File: config.mk
export PLATFORM = sky130hd
export DESIGN_NAME = motion_bbox_ctrl
export DESIGN_NICKNAME = d
export VERILOG_FILES = /design/src/rtl/motion_bbox_ctrl.sv
export SDC_FILE = /design/constraint.sdc
export NUM_CORES = 1
export LEC_CHECK = 0
export BUFFER_PORTS_ARGS = -buffer_cell sky130_fd_sc_hd__buf_2
export CAP_MARGIN = 20
export CORE_ASPECT_RATIO = 1.75
export CORE_MARGIN = 1.5
export CORE_UTILIZATION = 45
export CTS_BUF_LIST = sky130_fd_sc_hd__clkbuf_8
export DETAILED_ROUTE_END_ITERATION = 10
export GPL_TIMING_DRIVEN = 1
export PLACE_DENSITY_LB_ADDON = 0.12
export REMOVE_ABC_BUFFERS = 1
export SYNTH_ARGS = -nofsm -noshare
export SYNTH_HDL_FRONTEND = slang
export SYNTH_SLANG_ARGS = --single-unit
File: constraint.sdc
create_clock -name clk_vga -period 3 [get_ports clk_vga]
set_clock_uncertainty 0.15 [all_clocks]
set_input_delay 0.6 -clock clk_vga [delete_from_list [all_inputs] [get_ports clk_vga]]
set_output_delay 0.6 -clock clk_vga [all_outputs]
set_load 0.01 [all_outputs]
File: src/rtl/motion_bbox_ctrl.sv
// Motion bounding-box accumulator over a window of frames, with gray-image rectangle overlay.
// Optional: define MOTION_AREA_FILTER_EN to require MIN_PIXELS motion pixels for a valid box.
module motion_bbox_ctrl #(
   parameter int unsigned IMG_HDISP  = 640,
   parameter int unsigned IMG_VDISP  = 480,
   parameter int unsigned FRAME_WIN  = 10,
   parameter int unsigned MIN_PIXELS = 16,
   parameter logic [23:0] BOX_COLOR  = 24'hFF0000
) (
   input  logic        clk_vga,
   input  logic        sys_rst_n,
   input  logic        enable,
   input  logic        pix_valid,
   input  logic [11:0] lcd_xpos,
   input  logic [11:0] lcd_ypos,
   input  logic        pix_motion,
   input  logic [7:0]  pix_gray,
   output logic [23:0] lcd_data_in,
   output logic        box_valid,
   output logic [11:0] box_xmin,
   output logic [11:0] box_xmax,
   output logic [11:0] box_ymin,
   output logic [11:0] box_ymax,
   output logic [19:0] motion_cnt,
   output logic        win_done
);

   localparam logic [11:0] XLast   = 12'(IMG_HDISP - 1);
   localparam logic [11:0] YLast   = 12'(IMG_VDISP - 1);
   localparam logic [7:0]  WinLast = 8'(FRAME_WIN - 1);

   if (FRAME_WIN < 1 || FRAME_WIN > 255 || MIN_PIXELS > 32'hFFFFF) begin : g_param_check
      $error("motion_bbox_ctrl: FRAME_WIN or MIN_PIXELS out of range");
   end

   typedef enum logic [2:0] {StIdle, StAccum, StLatch, StClear, StWait} state_e;

   state_e      state_q, state_d;
   logic [11:0] acc_xmin_q, acc_xmax_q, acc_ymin_q, acc_ymax_q;
   logic [11:0] acc_xmin_d, acc_xmax_d, acc_ymin_d, acc_ymax_d;
   logic [19:0] acc_cnt_q, acc_cnt_d;
   logic [7:0]  win_cnt_q, win_cnt_d;
   logic [11:0] box_xmin_q, box_xmax_q, box_ymin_q, box_ymax_q;
   logic [11:0] box_xmin_d, box_xmax_d, box_ymin_d, box_ymax_d;
   logic [19:0] motion_cnt_q, motion_cnt_d;
   logic        box_valid_q, box_valid_d;
   logic        win_done_q, win_done_d;
   logic [23:0] lcd_q, lcd_d;

   logic fs, fe, hit, accum, reinit, publish, acc_ok;
   logic in_x, in_y, on_edge;

   assign fs  = pix_valid && (lcd_xpos == 12'd0) && (lcd_ypos == 12'd0);
   assign fe  = pix_valid && (lcd_xpos == XLast) && (lcd_ypos == YLast);
   assign hit = pix_valid && pix_motion;

`ifdef MOTION_AREA_FILTER_EN
   assign acc_ok = (acc_cnt_q >= 20'(MIN_PIXELS));
`else
   assign acc_ok = (acc_cnt_q != 20'd0);
`endif

   always_comb begin
      state_d      = state_q;
      acc_xmin_d   = acc_xmin_q;
      acc_xmax_d   = acc_xmax_q;
      acc_ymin_d   = acc_ymin_q;
      acc_ymax_d   = acc_ymax_q;
      acc_cnt_d    = acc_cnt_q;
      win_cnt_d    = win_cnt_q;
      box_xmin_d   = box_xmin_q;
      box_xmax_d   = box_xmax_q;
      box_ymin_d   = box_ymin_q;
      box_ymax_d   = box_ymax_q;
      motion_cnt_d = motion_cnt_q;
      box_valid_d  = box_valid_q;
      accum        = 1'b0;
      reinit       = 1'b0;
      publish      = 1'b0;

      // Idle keeps the accumulators at their init values, so accumulating the fs pixel is safe
      case (state_q)
         StIdle: begin
            if (fs) begin
               state_d = StAccum;
               accum   = 1'b1;
            end
         end
         StAccum: begin
            accum = 1'b1;
            if (fe) begin
               if (win_cnt_q == WinLast) state_d = StLatch;
               else                      win_cnt_d = win_cnt_q + 8'd1;
            end
         end
         StLatch: begin
            publish = 1'b1;
            state_d = StClear;
         end
         StClear: begin
            reinit  = 1'b1;
            state_d = StWait;
         end
         StWait: begin
            if (fs) begin
               state_d = StAccum;
               accum   = 1'b1;
            end
         end
         default: state_d = StIdle;
      endcase

      if (!enable) begin
         state_d = StIdle;
         accum   = 1'b0;
         publish = 1'b0;
         reinit  = 1'b1;
      end

      if (accum && hit) begin
         if (lcd_xpos < acc_xmin_q) acc_xmin_d = lcd_xpos;
         if (lcd_xpos > acc_xmax_q) acc_xmax_d = lcd_xpos;
         if (lcd_ypos < acc_ymin_q) acc_ymin_d = lcd_ypos;
         if (lcd_ypos > acc_ymax_q) acc_ymax_d = lcd_ypos;
         if (acc_cnt_q != 20'hFFFFF) acc_cnt_d = acc_cnt_q + 20'd1;
      end

      if (reinit) begin
         acc_xmin_d = XLast;
         acc_xmax_d = 12'd0;
         acc_ymin_d = YLast;
         acc_ymax_d = 12'd0;
         acc_cnt_d  = 20'd0;
         win_cnt_d  = 8'd0;
      end

      if (publish) begin
         box_xmin_d   = acc_xmin_q;
         box_xmax_d   = acc_xmax_q;
         box_ymin_d   = acc_ymin_q;
         box_ymax_d   = acc_ymax_q;
         motion_cnt_d = acc_cnt_q;
         box_valid_d  = acc_ok;
      end
      if (!enable) box_valid_d = 1'b0;

      win_done_d = publish;
   end

   // Overlay only reads the published box, which changes atomically at publish
   assign in_x    = (lcd_xpos >= box_xmin_q) && (lcd_xpos <= box_xmax_q);
   assign in_y    = (lcd_ypos >= box_ymin_q) && (lcd_ypos <= box_ymax_q);
   assign on_edge = (((lcd_xpos == box_xmin_q) || (lcd_xpos == box_xmax_q)) && in_y) ||
                    (((lcd_ypos == box_ymin_q) || (lcd_ypos == box_ymax_q)) && in_x);

   always_comb begin
      lcd_d = 24'd0;
      if (pix_valid) lcd_d = (box_valid_q && on_edge) ? BOX_COLOR : {3{pix_gray}};
   end

   always_ff @(posedge clk_vga or negedge sys_rst_n) begin
      if (!sys_rst_n) begin
         state_q      <= StIdle;
         acc_xmin_q   <= XLast;
         acc_xmax_q   <= 12'd0;
         acc_ymin_q   <= YLast;
         acc_ymax_q   <= 12'd0;
         acc_cnt_q    <= 20'd0;
         win_cnt_q    <= 8'd0;
         box_xmin_q   <= 12'd0;
         box_xmax_q   <= 12'd0;
         box_ymin_q   <= 12'd0;
         box_ymax_q   <= 12'd0;
         motion_cnt_q <= 20'd0;
         box_valid_q  <= 1'b0;
         win_done_q   <= 1'b0;
         lcd_q        <= 24'd0;
      end else begin
         state_q      <= state_d;
         acc_xmin_q   <= acc_xmin_d;
         acc_xmax_q   <= acc_xmax_d;
         acc_ymin_q   <= acc_ymin_d;
         acc_ymax_q   <= acc_ymax_d;
         acc_cnt_q    <= acc_cnt_d;
         win_cnt_q    <= win_cnt_d;
         box_xmin_q   <= box_xmin_d;
         box_xmax_q   <= box_xmax_d;
         box_ymin_q   <= box_ymin_d;
         box_ymax_q   <= box_ymax_d;
         motion_cnt_q <= motion_cnt_d;
         box_valid_q  <= box_valid_d;
         win_done_q   <= win_done_d;
         lcd_q        <= lcd_d;
      end
   end

   assign lcd_data_in = lcd_q;
   assign box_valid   = box_valid_q;
   assign box_xmin    = box_xmin_q;
   assign box_xmax    = box_xmax_q;
   assign box_ymin    = box_ymin_q;
   assign box_ymax    = box_ymax_q;
   assign motion_cnt  = motion_cnt_q;
   assign win_done    = win_done_q;

endmodule

==> reports/results.txt, run 1 <==
The share of layout cells above drive strength 1 came out at 24.6%. The tools report the end of the worst hold path as lcd_data_in[21]. Clock-pin slew was measured on the worst setup and hold paths at 0.09 ns. Estimated wirelength of the detail-placed design: 19900 um. Counting flops and latches in the post-synthesis netlist gives 165. Registers take 0.00415 mm2. The first TritonRoute pass finished after 10 iterations. Summing all placed instances gives a cell area of 0.0107 mm2.

Setup repair after global routing left no endpoint under its margin. For the max-slew violation count, the log shows 0. In the layout the commonest cells are sky130_fd_sc_hd__dfrtp_1 (149), sky130_fd_sc_hd__buf_2 (129), sky130_fd_sc_hd__nand2_1 (98), sky130_fd_sc_hd__ha_1 (98), sky130_fd_sc_hd__inv_1 (96). Along the worst path, the maximum fanout reaches 8. Data on the critical path is required at its endpoint by 3.19 ns. TritonCTS built the clock tree.

The tools report the maximum buffer depth of the clock tree as 2. Combinational logic is responsible for 8.4% of the overall power. The tools report the site row count as 69. Across the run, the number of max-cap violations was 0. The run gives 3230 uW as the internal power contribution.

The number of cells traversed by the worst hold path works out to 3. The count of final setup violators is 0. The tree is rooted in a sky130_fd_sc_hd__clkbuf_8.

Once routing completed, OpenROAD measured the worst setup slack at 0.361 ns. In this run the worst hold path is classified as input pin to flip-flop. Synthesis-to-layout area growth: 18.3%. The sequential cell fraction of total power is 51.6%, and the worst max-slew margin expressed relative to the limit is 59.7%. The most used flip-flop cell after synthesis is sky130_fd_sc_hd__dfrtp_1. The average detailed-routed wire length per instance is 18.2 um. sky130_fd_sc_hd__dfrtp_1 takes more of the synthesized area than any other cell. The vertical die dimension came out at 194 um. Routability-driven placement finished with a final weighted congestion of 0.910. The tools report the number of nets at the end of the flow as 1288.

The checks that failed: design-rule violations. The logs give 0 for the initial antenna violation count and 7775 for the routed via count. The most critical setup path has its startpoint at box_xmin[9]. Derived from the worst setup path, the maximum achievable clock frequency is 0.379 GHz. The remaining global-route overflow was 0. For the H-tree depth, the log shows 4. The fraction of the core area covered by cells at the end of the flow is 54.5%, and the async set-or-reset flop fraction in the synthesized netlist is 100%. Final number of hold-violating endpoints: 0.

The run gives 4340 uW as the total power consumption of the routed design. The clock network latency to the later pin of the worst-skew pair is 0.47 ns, and the global router's overall resource usage is 24.4%. In the final layout, the multi-input gates occupy 0.00471 mm2.

Kind of end point of the critical path: a flip-flop. Yosys mapped the design onto 63 distinct sky130hd cell types. STA classifies the critical path startpoint as a flip-flop. The number of flops mapped to enable cells by yosys works out to 0. The power density normalized to cell area was 389 mW/mm2. The part of the Yosys area used for sequential elements was 44.0%. For this run, design rule violations remaining after detail routing come to 9. Actual slew at the worst max-slew pin: 0.605 ns. In the post-synthesis netlist, the biggest area contributors are sky130_fd_sc_hd__dfrtp_1 (40%), sky130_fd_sc_hd__ha_1 (13%), sky130_fd_sc_hd__dfstp_2 (4.5%).

The switching component of the power was 1110 uW; the number of top-level pins was 131. For the area of the core region, the log shows 0.0205 mm2. The Yosys step of the flow raised 0 warnings. Die span in x: 112 um. The proportion of netlist area held by the largest area contributor works out to 39.6%.

The worst hold path begins at pix_gray[5]. Summed over all failing endpoints, the final setup total negative slack is 0 ns. The number of cells traversed by the worst register-to-register path was 9; the register-to-register path setup slack was 0.36 ns. The path type of the worst setup path was flip-flop to flip-flop. For this design, the sink count on the clock tree is 165.

The worst register-to-register path begins at box_xmin[9]. In this run the critical register-to-register path is captured at lcd_data_in[14]. Entering global routing, the biggest net connects 62 pins.

After layout, the minimum clock period comes to 2.64 ns. The run gives 0.00552 uW as the reported leakage power. Post-detailed-route via-to-cell ratio: 5.50. Data arrives at the worst endpoint at 2.83 ns.

The wire length of the first global-routing pass was 41200 um; the starting density of the core was 46.1%. The tools report the number of global-route vias before repair as 7931. The logs give 0.00943 mm2 for the area of the mapped netlist and 0 for the count of antenna-violating nets left after detailed routing. Leaving out fill and tap cells, the most frequent cell in the layout is sky130_fd_sc_hd__dfrtp_1. The pre-CTS setup slack came out at -0.0242 ns.

Of the total power, the share spent switching nets is 25.6%. The detailed-route wire length came out at 25800 um. The total of hold buffers inserted after clock tree synthesis was 1.

For this block, the initial DRC count from the detailed router was 277. The run finished, with violations left. The final design instance area without fill is 0.0111 mm2, and the post-cts gate resize count is 0. Dividing the synthesized area by the synthesized cell count gives 9.60 um2. The worst voltage drop across the vdd grid was 0.245 mV; the clock network fraction of total power was 40.0%. The filler cells instantiated in the layout total 1906. The synthesized netlist cell count is 982, and the overall die area is 0.0219 mm2. Number of CTS-inserted buffers: 17.

The count of buffers added on input and output ports is 130. The final critical path takes up 88.0% of the cycle. Post-CTS timing repair inserted 0 buffers for setup. The count of inserted antenna diode cells is 0.
-- layout make-up --
class	count	share of cell area, %
Multi-Input combinational cell	678	42.2
Clock inverter	12	1.36
Timing Repair Buffer	194	10.8
Clock buffer	19	2.35
Sequential cell	165	37.2
Inverter	97	3.27
Tap cell	248	2.78
-- routing by layer --
layer	track usage [%]	vias up	share of wire, %
li1	-	3797	-
met1	27.0	3739	39
met2	44.5	178	53
met3	3.68	61	2.9
met4	13.2	0	4.6
met5	0	-	0
-- power groups by stage --
| stage | combinational, uW | clock, uW | sequential, uW |
|---|---|---|---|
| 2_1_floorplan | 128 | 0 | 2290 |
| 3_3_place_gp | 364 | 0 | 2280 |
| 3_5_place_dp | 367 | 0 | 2280 |
| 4_1_cts | 369 | 1770 | 2240 |
| 5_1_grt | 404 | 1850 | 2240 |
| 6_report | 363 | 1740 | 2240 |
-- state kept, by name, summed over array words and instances (netlist names) --
signal,count
acc_cnt_q,20
acc_xmax_q,12
acc_xmin_q,12
acc_ymax_q,12
acc_ymin_q,12
box_valid,1
box_xmax,12
box_xmin,12
box_ymax,12
box_ymin,12
lcd_data_in,16
motion_cnt,20
state_q,3
win_cnt_q,8
win_done,1
-- cells by family after synthesis --
group	share of synthesized area, %
mux	6.37
fa+ha+maj	13.0
flops	44.0
compound gates	13.3
buf+inv	6.09
xor+xnor	0.836
simple gates	16.4
-- per-stage QoR --
| step | hold slack, ns | instances |
|---|---|---|
| floorplan | 0.154 | 940 |
| global placement | 0.335 | 1381 |
| detailed placement | 0.335 | 1381 |
| CTS | 0.207 | 1413 |
| global route | 0.211 | 1413 |
| finish | 0.231 | 1413 |
-- worst max path at each step --
stage / cells past startpoint / slack, ns / endpoint
final: 9 / 0.36 / lcd_data_in[14]
after global routing: 9 / 0.31 / lcd_data_in[14]
after CTS: 9 / 0.37 / lcd_data_in[11]
after detailed placement: 8 / -0.02 / acc_xmax_q[3]
after global placement: 8 / -0.02 / acc_xmax_q[0]
after floorplan: 4 / -0.30 / box_xmax[0]
-- synth_stat cells (2+ instances only) --
master / instances
sky130_fd_sc_hd__a211o_1: 2
sky130_fd_sc_hd__a211oi_1: 3
sky130_fd_sc_hd__a211oi_2: 2
sky130_fd_sc_hd__a21o_1: 19
sky130_fd_sc_hd__a21oi_1: 67
sky130_fd_sc_hd__and2_1: 3
sky130_fd_sc_hd__and3_1: 11
sky130_fd_sc_hd__and4_1: 5
sky130_fd_sc_hd__buf_1: 7
sky130_fd_sc_hd__buf_4: 12
sky130_fd_sc_hd__clkbuf_1: 22
sky130_fd_sc_hd__dfrtp_1: 149
sky130_fd_sc_hd__dfstp_2: 16
sky130_fd_sc_hd__ha_1: 98
sky130_fd_sc_hd__inv_1: 96
sky130_fd_sc_hd__mux2_2: 24
sky130_fd_sc_hd__mux2i_1: 33
sky130_fd_sc_hd__nand2_1: 99
sky130_fd_sc_hd__nand2_4: 2
sky130_fd_sc_hd__nand2b_1: 6
sky130_fd_sc_hd__nand3_1: 38
sky130_fd_sc_hd__nand4_1: 26
sky130_fd_sc_hd__nor2_1: 56
sky130_fd_sc_hd__nor2b_1: 6
sky130_fd_sc_hd__nor3_1: 8
sky130_fd_sc_hd__nor3b_1: 3
sky130_fd_sc_hd__nor4_1: 8
sky130_fd_sc_hd__nor4_2: 2
sky130_fd_sc_hd__o211ai_1: 7
sky130_fd_sc_hd__o21ai_0: 71
sky130_fd_sc_hd__o21ai_1: 10
sky130_fd_sc_hd__o31ai_1: 11
sky130_fd_sc_hd__or2_2: 5
sky130_fd_sc_hd__or3_1: 10
sky130_fd_sc_hd__or4_1: 10
sky130_fd_sc_hd__xnor2_1: 3
sky130_fd_sc_hd__xor2_1: 6
-- worst max-delay path, stage by stage (launching register included) --
cell	delay, ns
sky130_fd_sc_hd__dfrtp_1	0.37
sky130_fd_sc_hd__inv_1	0.07
sky130_fd_sc_hd__ha_1	0.30
sky130_fd_sc_hd__nand4_1	0.21
sky130_fd_sc_hd__nor3_1	0.36
sky130_fd_sc_hd__o31ai_1	0.20
sky130_fd_sc_hd__a31oi_1	0.26
sky130_fd_sc_hd__buf_4	0.15
sky130_fd_sc_hd__a22o_1	0.31
sky130_fd_sc_hd__a21oi_1	0.13
(Power assumes the default switching activity.)
==> run 2, diff against run 1 <==
- RECOVER_POWER: not set -> 25
==> reports/results.txt, run 2 (same netlist as run 1, synthesis figures left out) <==
The run finished, with violations left. The final reports fail on design-rule violations, max-capacitance violations, max-slew violations. Setup repair after global routing left no endpoint under its margin.

The overall die area was 0.0219 mm2 (unchanged). The worst setup path is captured at a flip-flop. The logs give 69 (unchanged) for the site row count and 0.231 ns (+0.000458 ns) for the final hold slack. The register-to-register path setup slack is 0.35 ns (about the same).

Met2 usage in global routing: 44.5% (unchanged). The tools report the starting density of the core as 46.1% (unchanged). The worst endpoint data arrival time was 2.84 ns (about the same). The worst register-to-register path ends at lcd_data_in[14]. The critical path startpoint category is a flip-flop. The switching component of the power is 1110 uW (about the same), and the max-capacitance violation count is 1 (+1).

The wire length of the first global-routing pass came out at 41200 um (unchanged). Number of design-rule violations left by the first detailed-router iteration: 297 (+7.2%). The proportion of total power due to net switching was 25.6% (about the same); the max-slew violation count was 61 (+61). The vertical die dimension is 194 um (unchanged). The clock edge transition at the registers on the reported setup and hold paths was 0.09 ns (about the same); the detailed-route wire length was 25700 um (-0.13%).

The number of cells traversed by the worst hold path was 3 (unchanged). The tools report the end of the worst hold path as lcd_data_in[21]. TritonCTS built the clock tree. The share of layout cells above drive strength 1 came out at 24.5% (-0.086 points). For the largest net degree at the start of global routing, the log shows 62 (unchanged).

The type of the tightest min-delay check was input pin to flip-flop. The hold path startpoint is pix_gray[5]. The tools report the number of global-route vias before repair as 7931 (unchanged). Actual slew at the worst max-slew pin: 1.64 ns (+1.04 ns).

The share of the clock period used by the worst path after layout is 88.4% (+0.44 points). The number of detailed-routing iterations run before antenna repair is 10 (unchanged). The power density normalized to cell area was 389 mW/mm2 (about the same); the reported leakage power was 0.00552 uW (-0.11%). The logs give 0 (unchanged) for the post-cts gate resize count and 19900 um (unchanged) for the estimated wirelength of the detail-placed design.

The run gives 7775 (unchanged) as the routed via count. The remaining global-route overflow is 0 (unchanged), and the final period demand of the worst path is 2.65 ns (+0.0132 ns). Number of design rule violations left after detail routing: 8 (-1). The most common cell after layout, fill and taps aside is sky130_fd_sc_hd__dfrtp_1. The worst voltage drop across the vdd grid came out at 0.245 mV (about the same).

Count of buffers inserted at the top-level ports: 130 (unchanged). The tools report the master cell of the clock root buffer as sky130_fd_sc_hd__clkbuf_8. Final number of hold-violating endpoints: 0 (unchanged).

Leaving out fill and tap cells, the most frequent cells in the layout are sky130_fd_sc_hd__dfrtp_1 (149), sky130_fd_sc_hd__buf_2 (129), sky130_fd_sc_hd__nand2_1 (98), sky130_fd_sc_hd__ha_1 (98), sky130_fd_sc_hd__inv_1 (96). The data required time of the worst path is 3.19 ns (about the same). The sequential cell fraction of total power was 51.7% (about the same). The number of nets at the end of the flow is 1288 (unchanged). The worst max-slew margin expressed relative to the limit was -9.41% (-69 points). The number of sinks handled by clock tree synthesis was 165 (unchanged); the pre-CTS setup slack was -0.0242 ns (unchanged).

The run gives 0 ns (unchanged) as the total negative setup slack. For the number of fill cells in the layout, the log shows 1910 (+0.21%). The run gives 27.0% (unchanged) as the fraction of met1 tracks used by global routing.

The critical-path maximum fanout is 8 (unchanged). The area of the core region was 0.0205 mm2 (unchanged). The die span in x came out at 112 um (unchanged). The tools report the fmax as 0.377 GHz (-0.50%). Initial antenna violation count: 0 (unchanged). The number of CTS-inserted buffers is 17 (unchanged). The run gives 0.348 ns (-0.0132 ns) as the post-route worst setup slack. The global routing stage identified its most utilized layer as met2. The post-detailed-route via-to-cell ratio was 5.50 (unchanged); the clock network latency to the later pin of the worst-skew pair was 0.47 ns (about the same). The global routing usage on met3 is 3.68% (unchanged). For the fraction of the core area covered by cells at the end of the flow, the log shows 54.4% (-0.061 points). Routability congestion estimate from global placement: 0.910 (unchanged). The startpoint identified for the worst register-to-register timing path is box_xmin[9]. The count of final setup violators was 0 (unchanged). The critical path in this run is classified as flip-flop to flip-flop.

The tools report the storage element area as 0.00415 mm2 (unchanged). The H-tree depth was 4 (unchanged); the clock network fraction of total power was 40.0% (about the same). The tools report the count of antenna-violating nets left after detailed routing as 0 (unchanged). The number of top-level pins was 131 (unchanged). The internal power contribution came out at 3230 uW (about the same).

The area growth from synthesis to layout is 18.1%. The logs give 8.3% (about the same) for the fraction of power consumed by combinational cells and 2 (unchanged) for the maximum buffer depth of the clock tree. The total power consumption of the routed design is 4340 uW (about the same), and the count of inserted antenna diode cells is 0 (unchanged). The number of cells traversed by the worst register-to-register path is 9 (unchanged), and the global router's overall resource usage is 24.4% (unchanged). The total area of multi-input combinational cells came out at 0.00471 mm2 (unchanged).

Average detailed-routed wire length per instance: 18.2 um (-0.13%).
run 2: cell count changes in the layout (fill, tap and decap cells not counted), sizes merged:
| cell | delta |
|---|---|
| buf | -3 |
| clkbuf | +3 |
run 2: per-stage QoR:
stage          instances  area [um2]
2_1_floorplan        940        9220
3_3_place_gp        1381       10700
3_5_place_dp        1381       10700
4_1_cts             1413       11100
5_1_grt             1413       11100
6_report            1413       11100
run 2: cell type report:
type,count,share of cell area [%]
Clock buffer,19,2.35
Multi-Input combinational cell,678,42.3
Tap cell,248,2.79
Timing Repair Buffer,194,10.7
Clock inverter,12,1.36
Inverter,97,3.27
Sequential cell,165,37.3
run 2: power groups by stage:
stage | Combinational, uW | Sequential, uW | Clock (uW)
after floorplan | 128 | 2290 | 0
after global placement | 364 | 2280 | 0
after detailed placement | 367 | 2280 | 0
after CTS | 369 | 2240 | 1770
after global routing | 402 | 2240 | 1850
final | 362 | 2240 | 1730
run 2: per-layer routing:
layer | wire length [um] | up-vias
li1 | - | 3797
met1 | 10100 | 3742
met2 | 13700 | 170
met3 | 694 | 66
met4 | 1250 | 0
met5 | 0 | -
run 2: critical path, cell delays in order, from the launching register on:
cell	delay (ns)
sky130_fd_sc_hd__dfrtp_1	0.37
sky130_fd_sc_hd__inv_1	0.07
sky130_fd_sc_hd__ha_1	0.30
sky130_fd_sc_hd__nand4_1	0.21
sky130_fd_sc_hd__nor3_1	0.36
sky130_fd_sc_hd__o31ai_1	0.20
sky130_fd_sc_hd__a31oi_1	0.26
sky130_fd_sc_hd__buf_4	0.15
sky130_fd_sc_hd__a22o_1	0.31
sky130_fd_sc_hd__a21oi_1	0.13
run 2: timing repair:
action | CTS | global route
endpoints found under the hold margin | 51 | 0
hold buffers | 1 | 0
setup buffers | 0 | 0
run 2: how the worst max path moves through the flow:
| stage | endpoint | startpoint |
|---|---|---|
| 6_report | lcd_data_in[14] | box_xmin[9] |
| 5_1_grt | acc_ymin_q[1] | sys_rst_n |
| 4_1_cts | lcd_data_in[11] | box_xmin[9] |
| 3_5_place_dp | acc_xmax_q[3] | lcd_xpos[9] |
| 3_3_place_gp | acc_xmax_q[0] | lcd_xpos[9] |
| 2_1_floorplan | box_xmax[0] | state_q[2] |
